File: src/rtl/regread_pkg.sv
// Shared constants for the register-file read-port arbiter.
// State encoding and register index sizing.
package regread_pkg;

  localparam int REG_IDX_W  = 5;
  localparam int NUM_REGS   = 32;
  localparam int DEF_DATA_W = 32;

  typedef enum logic {
    ST_IDLE  = 1'b0,
    ST_ISSUE = 1'b1
  } state_t;

endpackage

File: src/rtl/rr_pick.sv
// Combinational round-robin priority picker.
// Searches req upward from ptr, wrapping at N-1.
module rr_pick #(
  parameter int N = 4,
  parameter int W = 2
) (
  input  logic [N-1:0] req,
  input  logic [W-1:0] ptr,
  output logic [N-1:0] onehot,
  output logic [W-1:0] idx,
  output logic         any
);

  // First asserted request at or after ptr wins
  always_comb begin
    int c;
    logic [W-1:0] ci;
    onehot = '0;
    idx    = '0;
    any    = 1'b0;
    c      = 0;
    ci     = '0;
    for (int off = 0; off < N; off++) begin
      c = int'(ptr) + off;
      if (c >= N) c = c - N;
      ci = W'(c);
      if (!any && req[ci]) begin
        any        = 1'b1;
        onehot[ci] = 1'b1;
        idx        = ci;
      end
    end
  end

endmodule

File: src/rtl/regread_rr_arbiter.sv
// Round-robin arbiter sharing the register-file read mux.
// Optional macro REGREAD_ZERO_EN forces x0 reads to return zero.
module regread_rr_arbiter
  import regread_pkg::*;
#(
  parameter int NUM_REQ = 4,
  parameter int ID_W    = 2,
  parameter int DATA_W  = DEF_DATA_W
) (
  input  logic                         clock,
  input  logic                         reset_n,
  input  logic [NUM_REQ-1:0]           req,
  input  logic [REG_IDX_W*NUM_REQ-1:0] req_addr,
  input  logic                         stall,
  output logic [NUM_REQ-1:0]           grant,
  output logic [REG_IDX_W-1:0]         mux_select,
  input  logic [DATA_W-1:0]            mux_data,
  output logic                         resp_valid,
  output logic [ID_W-1:0]              resp_id,
  output logic [DATA_W-1:0]            resp_data,
  output logic                         busy
);

  state_t               state;
  logic [ID_W-1:0]      rr_ptr;
  logic [ID_W-1:0]      s1_id;
  logic                 s1_zero;

  logic [NUM_REQ-1:0]   win_oh;
  logic [ID_W-1:0]      win_idx;
  logic                 win_any;
  logic [ID_W-1:0]      nxt_ptr;
  logic [REG_IDX_W-1:0] win_addr;

  logic [REG_IDX_W-1:0] addr_arr [NUM_REQ];

  for (genvar i = 0; i < NUM_REQ; i++) begin : g_addr
    assign addr_arr[i] = req_addr[i*REG_IDX_W +: REG_IDX_W];
  end

  rr_pick #(
    .N (NUM_REQ),
    .W (ID_W)
  ) u_pick (
    .req    (req),
    .ptr    (rr_ptr),
    .onehot (win_oh),
    .idx    (win_idx),
    .any    (win_any)
  );

  assign win_addr = addr_arr[win_idx];
  assign nxt_ptr  = (win_idx == ID_W'(NUM_REQ - 1))
                  ? '0 : win_idx + 1'b1;
  assign busy     = (state == ST_ISSUE);

  // Stage 1: arbitrate, register grant and mux select
  always_ff @(posedge clock or negedge reset_n) begin
    if (!reset_n) begin
      state      <= ST_IDLE;
      grant      <= '0;
      mux_select <= '0;
      rr_ptr     <= '0;
      s1_id      <= '0;
      s1_zero    <= 1'b0;
    end else if (!stall && win_any) begin
      state      <= ST_ISSUE;
      grant      <= win_oh;
      mux_select <= win_addr;
      rr_ptr     <= nxt_ptr;
      s1_id      <= win_idx;
      s1_zero    <= (win_addr == '0);
    end else begin
      state      <= ST_IDLE;
      grant      <= '0;
    end
  end

  // Stage 2: capture mux output for the stage-1 winner
  always_ff @(posedge clock or negedge reset_n) begin
    if (!reset_n) begin
      resp_valid <= 1'b0;
      resp_id    <= '0;
      resp_data  <= '0;
    end else begin
      resp_valid <= busy;
      if (busy) begin
        resp_id <= s1_id;
`ifdef REGREAD_ZERO_EN
        resp_data <= s1_zero ? '0 : mux_data;
`else
        resp_data <= mux_data;
`endif
      end
    end
  end

`ifndef REGREAD_ZERO_EN
  logic unused_zero;
  assign unused_zero = s1_zero;
`endif

endmodule

File: config.mk
export PLATFORM = sky130hd
export DESIGN_NAME = regread_rr_arbiter
export DESIGN_NICKNAME = d
export VERILOG_FILES = /design/src/rtl/regread_pkg.sv /design/src/rtl/rr_pick.sv /design/src/rtl/regread_rr_arbiter.sv
export SDC_FILE = /design/constraint.sdc
export NUM_CORES = 1
export LEC_CHECK = 0
export BUFFER_PORTS_ARGS = -buffer_cell sky130_fd_sc_hd__buf_2
export CAP_MARGIN = 20
export CORE_ASPECT_RATIO = 0.8
export CORE_MARGIN = 5
export CORE_UTILIZATION = 30
export CTS_BUF_LIST = sky130_fd_sc_hd__clkbuf_4 sky130_fd_sc_hd__clkbuf_8
export CTS_CLUSTER_SIZE = 20
export DETAILED_ROUTE_END_ITERATION = 10
export RECOVER_POWER = 50
export SYNTH_ARGS = -nofsm -noshare
export SYNTH_HDL_FRONTEND = slang
export SYNTH_HIERARCHICAL = 1
export SYNTH_SLANG_ARGS = --single-unit
File: constraint.sdc
create_clock -name clock -period 4.3 [get_ports clock]
set_clock_uncertainty 0.2 [all_clocks]
set_input_delay 0 -clock clock [delete_from_list [all_inputs] [get_ports clock]]
set_output_delay 0 -clock clock [all_outputs]
set_load 0.005 [all_outputs]
### Word level (Yosys, flattened, before mapping)

Cells that the tools add are included.

* reduce and logical (&&, ||, !) cells: 12
* bitwise gates (word level): 4
* add/sub/neg operators: 8
* eq/ne operators: 1
* magnitude comparators: 13
* mux-type cells: 38

Operator list (count)
* $mux 4: 5
* $mux 2: 9
* $mux 1: 13
* $ge 3x3->1 const B: 4
* $lt 2x3->1 const B: 4
* $or 4x4->4: 3
* $bmux 5 s2: 1
* $mux 5: 2
* $bmux 1 s2: 4
* $demux 1 s2: 4
* $ge 2x1->1 const B: 4
* $logic_and 1x1->1: 8
* $sub 2x1->2 const B: 4
* $add 2x2->3 const B: 2
* $logic_not 1->1: 4
* $add 2x1->3 const B: 1
* $ge 2x3->1 const B: 1
* $not 2->3: 1
* $add 2x1->2 const B: 1
* $eq 2x2->1 const B: 1

* input port bits: 59
* flip-flop bits (word level): 49

### Longest topological paths before layout

* word-level depth: 18
* gate-level depth with buffers: 11

### Hierarchy

The synthesis kept the hierarchy.

By module, submodules not included
* regread_rr_arbiter: sequential area each 1226.2 um^2, area each 1930.6 um^2, cells each 111, instances 1
* rr_pick: sequential area each 0.0 um^2, area each 421.7 um^2, cells each 45, instances 1

### Least setup slack after synthesis

OpenSTA, ideal clock, no wires.

* path type: register to register
* start point: reg rr_ptr[0]
* end point: reg mux_select[0]
* cell stages (with the launch flop): 12
* buffers on the path: 3
* data required time: 3.975 ns
* data arrival time: 2.731 ns
* library setup time: 0.125 ns
* clock period less this slack: 3.056 ns
* slack: 1.244 ns
* path through: dfrtp_1 > buf_6 > inv_1 > ha_1 > mux4_2 > buf_6 > and2b_2 > o21ai_0 > o31ai_1 > buf_6 > mux4_2 > mux2_4

* longest elaborated chain between the ends: 18
* elaborated cells on any way between the ends: 42
* classes of those cells: add/sub: 7; order compare: 4; mux: 23; bitwise: 1; reduce/logical: 7

RTL lines
* from (decl): line regread_rr_arbiter.sv:25 `logic [ID_W-1:0] rr_ptr;`
* from (signal assigned): line regread_rr_arbiter.sv:70 `rr_ptr <= nxt_ptr;`
* parallel branches: the longest is 13 deep, another holds $add 2x1->3
* $mux 2 *: line rr_pick.sv:27 `if (!any && req[ci]) begin`
* via win_idx[0]: line regread_rr_arbiter.sv:30 `logic [ID_W-1:0] win_idx;`
* $not 2->3 (implied by the code) *: line regread_rr_arbiter.sv:52 `assign win_addr = addr_arr[win_idx];`
* $bmux 5 s2 *: line regread_rr_arbiter.sv:52
* $mux 5 (implied by the code) * (2 in a row): line regread_rr_arbiter.sv:52
* to (signal assigned): line regread_rr_arbiter.sv:69 `mux_select <= win_addr;`
* to (decl): line regread_rr_arbiter.sv:16 `output logic [REG_IDX_W-1:0] mux_select,`

Mark *: on every way through the listed nets, which the timed path passes. The select of a mux whose other input is x is not followed.
A chain may end at the register's enable or synchronous reset.

### Final worst setup path

* start point: reg rr_ptr[1]
* end point: reg mux_select[3]

Same word-level chain as after synthesis.

==> impl_metrics.py <==
metrics = {
    "status": {
        "status": "complete, no violations",
    },
    "placed_design": {
        "dp_hpwl_mm": 4.127,
        "io_buffers": 103,
        "dp.cells": 359,
        "dp_slack_ps": 893.4,
        "routabilityCongestion": 0.8170,
        "placed_area_mm2": 0.002987,
    },
    "clocking": {
        "clk_pin_slew_ps": 90,
        "clockRootBuffer": "clkbuf_8",
        "cts_buffers": 5,
        "clock_sinks": 49,
        "clk_path_buf_depth": 2,
        "htree_levels": 2,
        "clk_latency_ps": 290,
        "tritoncts": "built",
        "cts_setup_buffers": 0,
    },
    "routing": {
        "viasPerCell": 4.460,
        "firstDrtPassIters": 4,
        "drtIter0Drc": 48,
        "drcViolationCount": 0,
        "routed_wl_mm": 5.849,
        "wl_per_cell_um": 14.23,
        "ant_nets": 0,
        "vias": 1833,
    },
    "critical_path": {
        "cp_data_arrival_time_ps": 3930,
        "worstSetupEndpointType": "flip-flop",
        "path_class": "flip-flop to flip-flop",
        "required_ps": 4280,
        "rr_startpoint": "rr_ptr[1]",
        "start_kind": "flip-flop",
        "regToRegEndpoint": "mux_select[3]",
        "cp_max_fo": 10,
        "reg2reg_depth": 10,
        "r2r_slack_ps": 350,
    },
    "final_layout": {
        "drive_above_1_share_pct": 45.10,
        "fin_nets": 370,
        "finalNonFillerCells": 411,
        "regArea_mm2": 0.001226,
        "multi_input_area_mm2": 0.001052,
        "stdcell_area_mm2": 0.003462,
        "nFillCells": 699,
        "area_growth_pct": 47.18,
        "diodes": 0,
    },
    "timing": {
        "hold_viol_final": 0,
        "relSlewSlack_pct": 9.782,
        "fin_crit_sh_pct": 91.84,
        "fmaxAchievable_ghz": 0.2532,
        "rsz0062_at_grt": "no",
        "finalSetupViolCount": 0,
        "totalNegativeSetupSlack_ps": 0,
        "setup_slack_ps": 351.1,
        "worst_slew_pin_slew_ps": 1353,
        "layout_min_cycle_time_ps": 3949,
        "whs_ps": 260.6,
        "slew_viol_final": 0,
    },
    "power": {
        "sw_frac_of_total_pct": 34.01,
        "p_per_area_mw_per_mm2": 601.6,
        "leakagePower_uw": 0.001557,
        "clkPwrFrac_pct": 13.1,
        "p_switching_uw": 708.4,
        "ir_worst_vdd_v": 0.0002784,
        "pwr-share-comb_pct": 53.3,
        "p_int_uw": 1374,
        "pwr-share-seq_pct": 33.6,
    },
    "logic_synthesis": {
        "syn_nets": 221,
        "synth-seq-cells": 49,
        "netlist_area_mm2": 0.002352,
        "synth.avg_cell_area_um2": 15.08,
        "synthTopCellsByArea": "dfrtp_1 (52%), mux2_2 (19%), mux4_2 (6.7%)",
        "netlist_instances": 156,
        "ys_warn_count": 6,
        "ys_types": 26,
        "synth_top_area_cell": "dfrtp_1",
        "yosysSeqAreaShare_pct": 52.13,
        "netlist.area_leader.share_pct": 52.13,
    },
    "min_path": {
        "whs_path_depth": 3,
        "hp-class": "primary input to flip-flop",
        "holdCritStartpoint": "mux_data[12]",
        "hold_path_end": "resp_data[12]",
    },
    "global_route": {
        "grt_pass1_vias": 1938,
        "grt_antenna_before_repair": 0,
        "track_usage_pct": 12.11,
        "grt_max_degree": 37,
        "grt_first_pass_wirelength_mm": 9.211,
        "globalRoute.totalOverflow": 0,
    },
    "die": {
        "die_x_um": 109,
        "die-area_mm2": 0.009723,
        "coreArea_mm2": 0.007532,
        "ios": 104,
        "die_h_um": 89.20,
        "start_util_pct": 31.23,
        "core.rowCount": 28,
    },
    "job": {
        "drv_cap": 0,
    },
}
## cell type report
class / count / area share, %
Clock buffer: 6 / 2.205
Clock inverter: 2 / 0.3975
Inverter: 3 / 0.3253
Multi-Input combinational cell: 94 / 30.39
Sequential cell: 49 / 35.42
Tap cell: 105 / 3.795
Timing Repair Buffer: 152 / 27.47
## cell families after synthesis
| family | Yosys count | synth area share, % |
|---|---|---|
| mux | 55 | 31.65 |
| buf+inv | 13 | 3.351 |
| flops | 49 | 52.13 |
| simple gates | 16 | 4.627 |
| compound gates | 17 | 5.053 |
| fa+ha+maj | 6 | 3.191 |
## synth_stat cells
library cell and n:
and2b_2 1, buf_6 3, o211ai_1 1, nor2b_1 2, a32o_1 1, o31ai_1 1
mux2_2 39, nor2_1 4, mux4_1 2, ha_1 6, nor3_1 1, buf_2 3
clkbuf_1 3, nor4b_4 1, mux2_4 5, buf_4 1, a22oi_1 8, and2_1 4
nand2b_1 2, mux4_2 7, o221ai_1 1, mux2i_1 2, o21ai_0 5, dfrtp_1 49
inv_1 3, nor4_1 1
## placed cells by master, fill, tap and decap left out, drive strengths merged, types with 2 or more instances in the layout
cell type	instances
mux4	9
dlygate4sd3	44
a22oi	8
ha	6
nor2	4
mux2i	2
buf	76
o21ai	5
clkbuf	38
mux2	44
inv	4
nor2b	2
and2	4
dfrtp	49
nand2b	2
## per-stage QoR
step                utilization (%)  power (uW)
CTS                           46.69        2132
detailed placement            39.65        1748
floorplan                         -        1452
global route                  45.96        2261
global placement              39.39        1720
finish                        45.96        2083
## worst max-delay path by stage
stage,cells past startpoint,to,start
after floorplan,11,mux_select[0],rr_ptr[0]
after global placement,9,mux_select[4],rr_ptr[1]
after detailed placement,9,mux_select[3],rr_ptr[1]
after CTS,10,mux_select[3],rr_ptr[1]
after global routing,10,mux_select[3],rr_ptr[1]
final,10,mux_select[3],rr_ptr[1]
## registers in the layout (all words and copies together) (netlist names)
register    cells
s1_id           2
resp_data      32
grant           4
resp_valid      1
mux_select      5
resp_id         2
rr_ptr          2
busy            1
## critical path, stage by stage (launching register included)
cell and delay (ps):
dfrtp_1 530, inv_1 150, ha_1 370, mux4_2 430, and2b_2 310, o21ai_0 100, o31ai_2 180, buf_4 260
mux4_2 500, dlygate4sd3_1 570, mux2_4 250
## power by group through the flow
stage / Sequential, uW / Combinational [uW] / Clock [uW]
after floorplan: 723 / 728 / 0
after global placement: 705 / 1010 / 0
after detailed placement: 710 / 1040 / 0
after CTS: 700 / 1140 / 290
after global routing: 725 / 1230 / 310
final: 701 / 1110 / 273
## what timing repair did
| action | 4_1_cts | 5_1_grt |
|---|---|---|
| endpoints found under the setup margin | 0 | 0 |
| hold buffers | 44 | 0 |
| endpoints found under the hold margin | 89 | 0 |
| resized for setup | 0 | 0 |
## layer usage
metal  GRT usage (%)  up-vias  share of wire (%)
met1           15.17      875                 43
met2           20.62       74                 49
met3           3.466        4                7.2
met4           3.326        0               0.94
met5               0        -                  0
li1                -      880                  -
Note: power is estimated with default switching activity, not from simulation.
